==> src/rtl/fetch_pkg.sv <==
// Shared types and constants for the instruction-fetch unit.
package fetch_pkg;

  // S_FETCH: normal sequential fetch; S_DRAIN: waiting out a wrong-path request
  typedef enum logic {
    S_FETCH = 1'b0,
    S_DRAIN = 1'b1
  } fetch_state_e;

  localparam logic [31:0] NOP_INST = 32'h00000013;
  localparam int          PC_INC   = 4;

endpackage

==> src/rtl/fetch_if.sv <==
// Fetch-unit bus: hazard/branch controls, instruction-memory port, IF/ID register.
//
// Memory handshake: imem_req is the valid. Once raised it stays high with a
// constant imem_addr until a cycle where imem_ready is also high; that cycle is
// the transfer, and imem_data is valid in that same cycle. Ready may be high in
// the first cycle of a request (zero-wait). Ready without req has no effect.
interface fetch_if #(
  parameter int PC_W = 9
);
  logic            stall;
  logic            pc_sel;
  logic [31:0]     br_pc;
  logic            imem_req;
  logic [PC_W-1:0] imem_addr;
  logic            imem_ready;
  logic [31:0]     imem_data;
  logic            ifid_valid;
  logic [PC_W-1:0] ifid_pc;
  logic [31:0]     ifid_inst;

  modport master (
    input  stall, pc_sel, br_pc, imem_ready, imem_data,
    output imem_req, imem_addr, ifid_valid, ifid_pc, ifid_inst
  );

  modport slave (
    output stall, pc_sel, br_pc, imem_ready, imem_data,
    input  imem_req, imem_addr, ifid_valid, ifid_pc, ifid_inst
  );
endinterface

==> src/rtl/fetch_skid_buf.sv <==
// One-entry {valid, pc, inst} holding buffer for a response accepted while
// IF/ID is frozen. Clear wins over load, load wins over drain.
module fetch_skid_buf #(
  parameter int PC_W = 9
) (
  input  logic            clk,
  input  logic            rst_n,
  input  logic            clear,
  input  logic            load,
  input  logic            drain,
  input  logic [PC_W-1:0] load_pc,
  input  logic [31:0]     load_inst,
  output logic            valid,
  output logic [PC_W-1:0] pc,
  output logic [31:0]     inst
);

  // Entry register: clear/load/drain with async reset to empty
  always_ff @(posedge clk or negedge rst_n) begin
    if (!rst_n) begin
      valid <= 1'b0;
      pc    <= '0;
      inst  <= '0;
    end else if (clear) begin
      valid <= 1'b0;
    end else if (load) begin
      valid <= 1'b1;
      pc    <= load_pc;
      inst  <= load_inst;
    end else if (drain) begin
      valid <= 1'b0;
    end
  end

endmodule

==> src/rtl/fetch_unit.sv <==
// Instruction-fetch stage: owns the PC, issues handshaked memory requests,
// applies branch redirects and produces the IF/ID register. Wrong-path
// responses (accepted during or after a redirect) are dropped, and a request
// that is already pending when a redirect lands is drained before the target
// is fetched so the memory protocol is never broken.
module fetch_unit
  import fetch_pkg::*;
#(
  parameter int              PC_W     = 9,
  parameter logic [PC_W-1:0] RESET_PC = '0
) (
  input  logic         clk,
  input  logic         reset,
  fetch_if.master      bus,
  output fetch_state_e dbg_state
);

  fetch_state_e    state_q, state_d;
  logic            start_q;
  logic [PC_W-1:0] pc_q, pc_d;
  logic [PC_W-1:0] redir_q, redir_d;
  logic            ifid_valid_q, ifid_valid_d;
  logic [PC_W-1:0] ifid_pc_q, ifid_pc_d;
  logic [31:0]     ifid_inst_q, ifid_inst_d;

  logic            skid_valid;
  logic [PC_W-1:0] skid_pc;
  logic [31:0]     skid_inst;
  logic            skid_clear, skid_load, skid_drain;

  logic            req;
  logic            accept;
  logic [PC_W-1:0] target;
  logic [PC_W-1:0] pc_inc;
  logic            unused_br;

  // A full skid means IF/ID has nowhere to put another response, so hold off;
  // in drain the old request must be kept alive regardless.
  assign req    = start_q && (state_q == S_DRAIN || !skid_valid);
  assign accept = req && bus.imem_ready;
  assign target = {bus.br_pc[PC_W-1:2], 2'b00};
  assign pc_inc = pc_q + PC_W'(PC_INC);

  // Upper target bits and byte offset are intentionally ignored
  assign unused_br = ^{bus.br_pc[31:PC_W], bus.br_pc[1:0]};

  fetch_skid_buf #(.PC_W(PC_W)) u_skid (
    .clk       (clk),
    .rst_n     (reset),
    .clear     (skid_clear),
    .load      (skid_load),
    .drain     (skid_drain),
    .load_pc   (pc_q),
    .load_inst (bus.imem_data),
    .valid     (skid_valid),
    .pc        (skid_pc),
    .inst      (skid_inst)
  );

  // Next-state and datapath control: redirect > stall > normal
  always_comb begin
    state_d      = state_q;
    pc_d         = pc_q;
    redir_d      = redir_q;
    ifid_valid_d = ifid_valid_q;
    ifid_pc_d    = ifid_pc_q;
    ifid_inst_d  = ifid_inst_q;
    skid_clear   = 1'b0;
    skid_load    = 1'b0;
    skid_drain   = 1'b0;

    if (start_q) begin
      case (state_q)
        S_DRAIN: begin
          // Old request completes with its data thrown away; newest target wins
          ifid_valid_d = 1'b0;
          if (bus.pc_sel) redir_d = target;
          if (accept) begin
            pc_d    = bus.pc_sel ? target : redir_q;
            state_d = S_FETCH;
          end
        end
        default: begin
          if (bus.pc_sel) begin
            ifid_valid_d = 1'b0;
            skid_clear   = 1'b1;
            if (!req || accept) begin
              pc_d = target;
            end else begin
              redir_d = target;
              state_d = S_DRAIN;
            end
          end else if (bus.stall) begin
            if (accept) begin
              skid_load = 1'b1;
              pc_d      = pc_inc;
            end
          end else begin
            if (accept) pc_d = pc_inc;
            if (skid_valid) begin
              ifid_valid_d = 1'b1;
              ifid_pc_d    = skid_pc;
              ifid_inst_d  = skid_inst;
              if (accept) skid_load  = 1'b1;
              else        skid_drain = 1'b1;
            end else if (accept) begin
              ifid_valid_d = 1'b1;
              ifid_pc_d    = pc_q;
              ifid_inst_d  = bus.imem_data;
            end else begin
              ifid_valid_d = 1'b0;
            end
          end
        end
      endcase
    end
  end

  // State, PC, pending target and IF/ID registers
  always_ff @(posedge clk or negedge reset) begin
    if (!reset) begin
      state_q      <= S_FETCH;
      start_q      <= 1'b0;
      pc_q         <= RESET_PC;
      redir_q      <= '0;
      ifid_valid_q <= 1'b0;
      ifid_pc_q    <= '0;
      ifid_inst_q  <= NOP_INST;
    end else begin
      state_q      <= state_d;
      start_q      <= 1'b1;
      pc_q         <= pc_d;
      redir_q      <= redir_d;
      ifid_valid_q <= ifid_valid_d;
      ifid_pc_q    <= ifid_pc_d;
      ifid_inst_q  <= ifid_inst_d;
    end
  end

  assign bus.imem_req   = req;
  assign bus.imem_addr  = pc_q;
  assign bus.ifid_valid = ifid_valid_q;
  assign bus.ifid_pc    = ifid_pc_q;
  assign bus.ifid_inst  = ifid_inst_q;
  assign dbg_state      = state_q;

endmodule

==> src/flat_wrapper.sv <==
// flat-port wrapper written by rule: the top's interface ports become plain ports
module fetch_unit_flat import fetch_pkg::*;
#(
  parameter int              PC_W     = 9,
  parameter logic [PC_W-1:0] RESET_PC = '0
)
  (clk, reset, dbg_state, bus_stall, bus_pc_sel, bus_br_pc, bus_imem_ready, bus_imem_data, bus_imem_req, bus_imem_addr, bus_ifid_valid, bus_ifid_pc, bus_ifid_inst);
  fetch_if #(.PC_W(PC_W)) bus_i ();
  input  logic clk;
  input  logic reset;
  output fetch_state_e dbg_state;
  input wire logic [$bits(bus_i.stall)-1:0] bus_stall;
  input wire logic [$bits(bus_i.pc_sel)-1:0] bus_pc_sel;
  input wire logic [$bits(bus_i.br_pc)-1:0] bus_br_pc;
  input wire logic [$bits(bus_i.imem_ready)-1:0] bus_imem_ready;
  input wire logic [$bits(bus_i.imem_data)-1:0] bus_imem_data;
  output wire logic [$bits(bus_i.imem_req)-1:0] bus_imem_req;
  output wire logic [$bits(bus_i.imem_addr)-1:0] bus_imem_addr;
  output wire logic [$bits(bus_i.ifid_valid)-1:0] bus_ifid_valid;
  output wire logic [$bits(bus_i.ifid_pc)-1:0] bus_ifid_pc;
  output wire logic [$bits(bus_i.ifid_inst)-1:0] bus_ifid_inst;
  assign bus_i.stall = bus_stall;
  assign bus_i.pc_sel = bus_pc_sel;
  assign bus_i.br_pc = bus_br_pc;
  assign bus_i.imem_ready = bus_imem_ready;
  assign bus_i.imem_data = bus_imem_data;
  assign bus_imem_req = bus_i.imem_req;
  assign bus_imem_addr = bus_i.imem_addr;
  assign bus_ifid_valid = bus_i.ifid_valid;
  assign bus_ifid_pc = bus_i.ifid_pc;
  assign bus_ifid_inst = bus_i.ifid_inst;
  fetch_unit #(.PC_W(PC_W), .RESET_PC(RESET_PC)) u_core (.clk(clk), .reset(reset), .bus(bus_i), .dbg_state(dbg_state));
endmodule
==> config.mk <==
export PLATFORM = sky130hd
export DESIGN_NAME = fetch_unit_flat
export DESIGN_NICKNAME = d
export VERILOG_FILES = /design/src/rtl/fetch_pkg.sv /design/src/rtl/fetch_if.sv /design/src/rtl/fetch_skid_buf.sv /design/src/rtl/fetch_unit.sv /design/src/flat_wrapper.sv
export SDC_FILE = /design/constraint.sdc
export NUM_CORES = 1
export LEC_CHECK = 0
export BUFFER_PORTS_ARGS = -buffer_cell sky130_fd_sc_hd__buf_2
export CAP_MARGIN = 25
export CELL_PAD_IN_SITES_DETAIL_PLACEMENT = 2
export CELL_PAD_IN_SITES_GLOBAL_PLACEMENT = 2
export CORE_MARGIN = 3
export CORE_UTILIZATION = 33
export CTS_CLUSTER_DIAMETER = 30
export CTS_CLUSTER_SIZE = 28
export DETAILED_ROUTE_END_ITERATION = 8
export PLACE_DENSITY_LB_ADDON = 0.1
export SYNTH_ARGS = -nofsm -noshare
export SYNTH_HDL_FRONTEND = slang
export SYNTH_SLANG_ARGS = --single-unit
==> constraint.sdc <==
create_clock -name clk -period 1.7 [get_ports clk]
set_input_delay 0.34 -clock clk [delete_from_list [all_inputs] [get_ports clk]]
set_output_delay 0.34 -clock clk [all_outputs]
set_load 0.005 [all_outputs]
======== Word level (Yosys, flattened, before mapping) ========
Cells that the tools add are included.
operators by class
  mux-type cells .......................... 38
  reduce and logical (&&, ||, !) cells .... 15
  add/sub/neg operators ................... 1
  bitwise gates (word level) .............. 4
  eq/ne operators ......................... 4
operators with widths
  kind                                                             number
  9-bit 2-to-1 mux                                                 11
  32-bit 2-to-1 mux                                                2
  1-bit 2-to-1 mux                                                 25
  9-bit by 3-bit adder with 9-bit output, second input constant    1
  3-bit by 1-bit != test with 1-bit output, second input constant  2
  2-bit nonzero test                                               3
  5-bit AND reduction                                              1
  1-bit inverter                                                   4
  2-bit AND reduction                                              2
  4-bit AND reduction                                              1
  3-bit AND reduction                                              1
  3-bit nonzero test                                               1
  1-bit logical AND                                                2
  1-bit logical NOT                                                2
  1-bit logical OR                                                 2
  2-bit by 1-bit != test with 1-bit output, second input constant  1
  2-bit != test, second input constant                             1
word-level totals
  register bits after elaboration ......... 104
  output and inout bits ................... 53
  logic and storage cells ................. 72
  bits of input ports ..................... 69

======== Logic depth before layout (Yosys ltp) ========
  word-level depth ........................ 13
  gate-level depth with buffers ........... 6

======== Hierarchy ========
A second synthesis with hierarchy kept.
second synthesis, totals
  cells, all modules ...................... 385
  area total of the unflattened synthesis .. 4898.4 µm²
by module, submodules not included
  module          area an instance (µm²)  seq. area each (µm²)  cells each  instances
  fetch_unit      3115.5                  1555.2                293         1
  fetch_skid_buf  1783.0                  1051.0                92          1

======== Worst setup path after synthesis ========
Ideal clock, no wire load.
  kind .................................... register to register
  from .................................... register u_core.u_skid.valid
  to ...................................... register u_core.pc_q[2], in the netlist u_core.bus.imem_addr[2]
  setup time .............................. 124 ps
  data arrival time ....................... 1307 ps
  period minus slack after synthesis ...... 1431 ps
  cell stages (with the launch flop) ...... 6
  slack ................................... 269 ps
  path through ............................ dfrtp_1 -> buf_4 -> nand2b_4 -> mux2_4 -> buf_6 -> a211o_1
between the ends
  longest elaborated chain between the ends .. 7
  elaborated cells between the ends (all ways) .. 10
  those cells by class .................... eq/ne (2); reduce/logical (8)
ends and longest elaborated chain
  item                                                           line                                RTL
  start, declared                                                fetch_skid_buf.sv:13                output logic valid,
  start signal, assigned                                         fetch_skid_buf.sv:21                valid <= 1'b0;
  start signal, assigned                                         fetch_skid_buf.sv:25                valid <= 1'b0;
  start signal, assigned                                         fetch_skid_buf.sv:27                valid <= 1'b1;
  1-bit logical NOT (*)                                          fetch_unit.sv:39                    assign req = start_q && (state_q == S_DRAIN || !skid_valid);
  1-bit logical OR (*)                                           fetch_unit.sv:39
  1-bit logical AND (*)                                          fetch_unit.sv:39
  1-bit logical NOT / 1-bit logical AND (equally long branches)  fetch_unit.sv:87, fetch_unit.sv:40
  1-bit logical OR                                               fetch_unit.sv:87                    if (!req || accept) begin
  3-bit by 1-bit != test with 1-bit output (no line)             n/a
  4-bit AND reduction (no line) (*)                              n/a
  end signal, assigned                                           fetch_unit.sv:132                   pc_q <= pc_d;
  end, declared                                                  fetch_unit.sv:20                    logic [PC_W-1:0] pc_q, pc_d;
Mark *: on every way between the ends. The rest lies on a longest branch, timed or not.
A chain may end at the register's enable or synchronous reset.

======== Final worst setup path ========
  from .................................... register u_core.state_q, in the netlist u_core.dbg_state
  to ...................................... output port bus_imem_req
between the ends
  longest elaborated chain between the ends .. 2
ends and longest elaborated chain
  item                    line                RTL
  start, declared         fetch_unit.sv:18    fetch_state_e state_q, state_d;
  start signal, assigned  fetch_unit.sv:130   state_q <= state_d;
  1-bit logical OR        fetch_unit.sv:39
  1-bit logical AND       fetch_unit.sv:39
  end, declared           flat_wrapper.sv:17  output wire logic [$bits(bus_i.imem_req)-1:0] bus_imem_req;
Every way passes these cells.

==> impl_metrics.json <==
{
  "outcome": "finished clean",
  "netlist_area_sq_um": 4510,
  "finalHoldViolations": 0,
  "min_path_cells": 2,
  "ant_nets": 0,
  "min_to": "u_core.u_skid.inst[1]",
  "clk_pin_slew_worst_paths_ns": 0.06,
  "antenna_found_initial": 0,
  "core_sq_um": 13300,
  "synthToLayoutAreaGrowth_pct": 23.5,
  "yosysWarnings": 0,
  "post_synth_fa_ha_maj_area_fraction": 0.00277,
  "cpMaxStageDelayCell": "dfrtp_2",
  "final_cell_mix": "dfrtp_1, buf_2, nand2_1",
  "diodes": 0,
  "num_vias": 3226,
  "floorplan.initialDensity": 0.339,
  "hold_path_class": "in -> reg",
  "setup_ws_ns": 0.0705,
  "fin_skew_ns": 0.00429,
  "dieArea_sq_um": 15100,
  "fp-row-count": 42,
  "worstSetupStartpointType": "flip-flop",
  "post-route-drc-count": 0,
  "synth_top_family_by_area": "multiplexers",
  "syn_avg_cell_area_sq_um": 12.1,
  "swShare": 0.306,
  "fin_nets": 544,
  "critPathMaxStageDelay_ns": 0.46,
  "synth_flop_cell": "dfrtp_1",
  "internal_power_mw": 5.67,
  "grt_pass1_vias": 3567,
  "period_minus_slack_ns": 1.63,
  "post-place-ws_ns": 0.0594,
  "tightest_slew_ns": 0.514,
  "cts_root_buffer": "clkbuf_16",
  "synth_simple_gate_area_frac": 0.0760,
  "grt-ovfl-total": 0,
  "crit_fanout": 8,
  "clock_path_buffers": 2,
  "ys_types": 43,
  "synth-xor-area-share": 0,
  "synthMuxAreaShare": 0.219,
  "cp-end-kind": "output port",
  "io_buffers": 96,
  "cts_tree": "built",
  "power_mw": 8.16,
  "rsz0062_at_grt": "no",
  "required_ns": 1.36,
  "viasPerCell": 4.93,
  "cts-htree-levels": 3,
  "clk_latency_ns": 0.35,
  "seq_area_frac_synth": 0.578,
  "max_freq_ghz": 0.614,
  "power_density_nw_per_um2": 1460,
  "grt_first_pass_wirelength_mm": 18.6,
  "power_frac_comb": 0.276,
  "syn-num-nets": 443,
  "clkPwrFrac": 0.240,
  "power.leakage_nw": 2.71,
  "finalSetupTns_ns": 0,
  "globalplace.congestion": 0.747,
  "async_flop_share": 1.00,
  "wl_per_cell_um": 17.2,
  "cp_num_buf_inv": 1,
  "synth_top_area_cell": "dfrtp_1",
  "netlist.area_leader.share": 0.560,
  "die_w_um": 123,
  "post-dp-hpwl_mm": 7.69,
  "synthCells": 373,
  "grt.total_usage": 0.159,
  "worstPathCellList": "nand2b_4 > and2_1 > buf_2",
  "synth_compound_area_frac": 0.0907,
  "holdCritStartpoint": "bus_imem_data[1]",
  "ioPinCount": 122,
  "crit_type": "reg -> out",
  "first_pass_iters": 3,
  "maxCapViolations": 0,
  "r2r-end": "u_core.u_skid.inst[11]",
  "r2r_start": "u_core.dbg_state",
  "grt_max_degree": 44,
  "cts_made_buffers": 9,
  "reg2reg_depth": 4,
  "relSlewSlack": 0.657,
  "maxSlewViolCount": 0,
  "seqPwrFrac": 0.484,
  "critPathTopFamily": "flip-flops",
  "synth_edf_count": 0,
  "die_h_um": 123,
  "drt_wl_total_mm": 11.2,
  "numClockSinks": 104,
  "arrival_ns": 1.29,
  "synth_area_leaders": "dfrtp_1, mux2_2, mux2i_1",
  "layout-drive-gt1-share": 0.378,
  "p_switching_mw": 2.49,
  "peakVddDrop_mv": 0.442,
  "ys_ff_latch": 104,
  "initialDrtViolationCount": 62,
  "final_common_cell": "dfrtp_1",
  "setup_violations": 0,
  "fin_crit_sh": 0.959,
  "ff2ff_setup_slack_ns": 0.15
}
through the flow:
step	utilization	cells	hold WS, ns	cell area, sq um
finish	0.419	655	0.222	5570
global route	0.419	655	0.220	5570
CTS	0.419	655	0.210	5570
detailed placement	0.397	638	0.275	5280
global placement	0.397	638	0.269	5280
floorplan	-	373	0.0444	4510
metal layers:
metal / share of wire / wire length [um] / vias up / GRT usage
li1: - / - / 1511 / -
met1: 0.44 / 4980 / 1648 / 0.200
met2: 0.50 / 5670 / 55 / 0.272
met3: 0.039 / 435 / 12 / 0.0389
met4: 0.013 / 146 / 0 / 0.0483
met5: 0 / 0 / - / 0
final cells by class:
class / instances / area (sq um)
fill: 1403 / 7720
sequential: 104 / 2610
multi-input combinational: 244 / 1770
timing repair buffer: 112 / 681
clock buffer: 13 / 260
tap: 176 / 220
clock inverter: 3 / 17.5
inverter: 3 / 11.3
power by group through the flow:
| stage | logic [mW] | registers, mW | clock network, mW |
|---|---|---|---|
| 3_3_place_gp | 2.19 | 3.94 | 0 |
| 3_5_place_dp | 2.31 | 4.01 | 0 |
| 5_1_grt | 2.56 | 4.10 | 2.14 |
| 4_1_cts | 2.33 | 3.96 | 2.04 |
| 2_1_floorplan | 1.25 | 3.93 | 0 |
| 6_report | 2.26 | 3.95 | 1.96 |
cell families (layout without fill, tap and decap cells):
logic type                 Yosys count  count (layout)
AOI/OAI and AO/OA                   72              72
adders and majority gates            1               1
buffers and inverters               25             131
DFF                                104             104
muxes                               92              92
other                                1               1
and+or+nand+nor                     78              78
timing repair:
item / 4_1_cts / 5_1_grt
buffers inserted: 0 / 0
hold buffers: 1 / 0
endpoints found under the setup margin: 0 / 3
gates resized for setup: 0 / 1
hold endpoints to repair: 19 / 0
synth_stat cells (2+ instances only):
cell	instances
mux2i_1	43
and2_1	3
inv_1	3
mux2_2	46
buf_4	2
a21oi_1	6
nor2_1	8
clkbuf_1	7
buf_6	5
nor3_1	2
dfrtp_1	101
dfstp_2	3
buf_2	8
o21ai_0	51
nand2_1	54
mux2_1	2
a32o_1	2
nand3_1	2
how the worst max path moves through the flow:
stage	from	endpoint	slack (ns)	depth (start not counted)
floorplan	u_core.u_skid.valid	u_core.bus.imem_addr[2]	0.27	5
global placement	u_core.dbg_state	u_core.u_skid.inst[17]	0.11	4
detailed placement	u_core.dbg_state	u_core.u_skid.inst[11]	0.06	4
CTS	u_core.dbg_state	bus_imem_req	0.03	3
global route	u_core.dbg_state	bus_imem_req	0.02	3
finish	u_core.dbg_state	bus_imem_req	0.07	3
state kept, by name (all words and copies together), names as in the netlist:
name and flops:
u_core.bus.ifid_inst 32, u_core.u_skid.pc 9, u_core.bus.ifid_pc 9, u_core.u_skid.inst 32
u_core.start_q 1, u_core.u_skid.valid 1, u_core.redir_q 9, u_core.bus.imem_addr 9
u_core.bus.ifid_valid 1, u_core.dbg_state 1
Power figures use the tool's default switching activity.
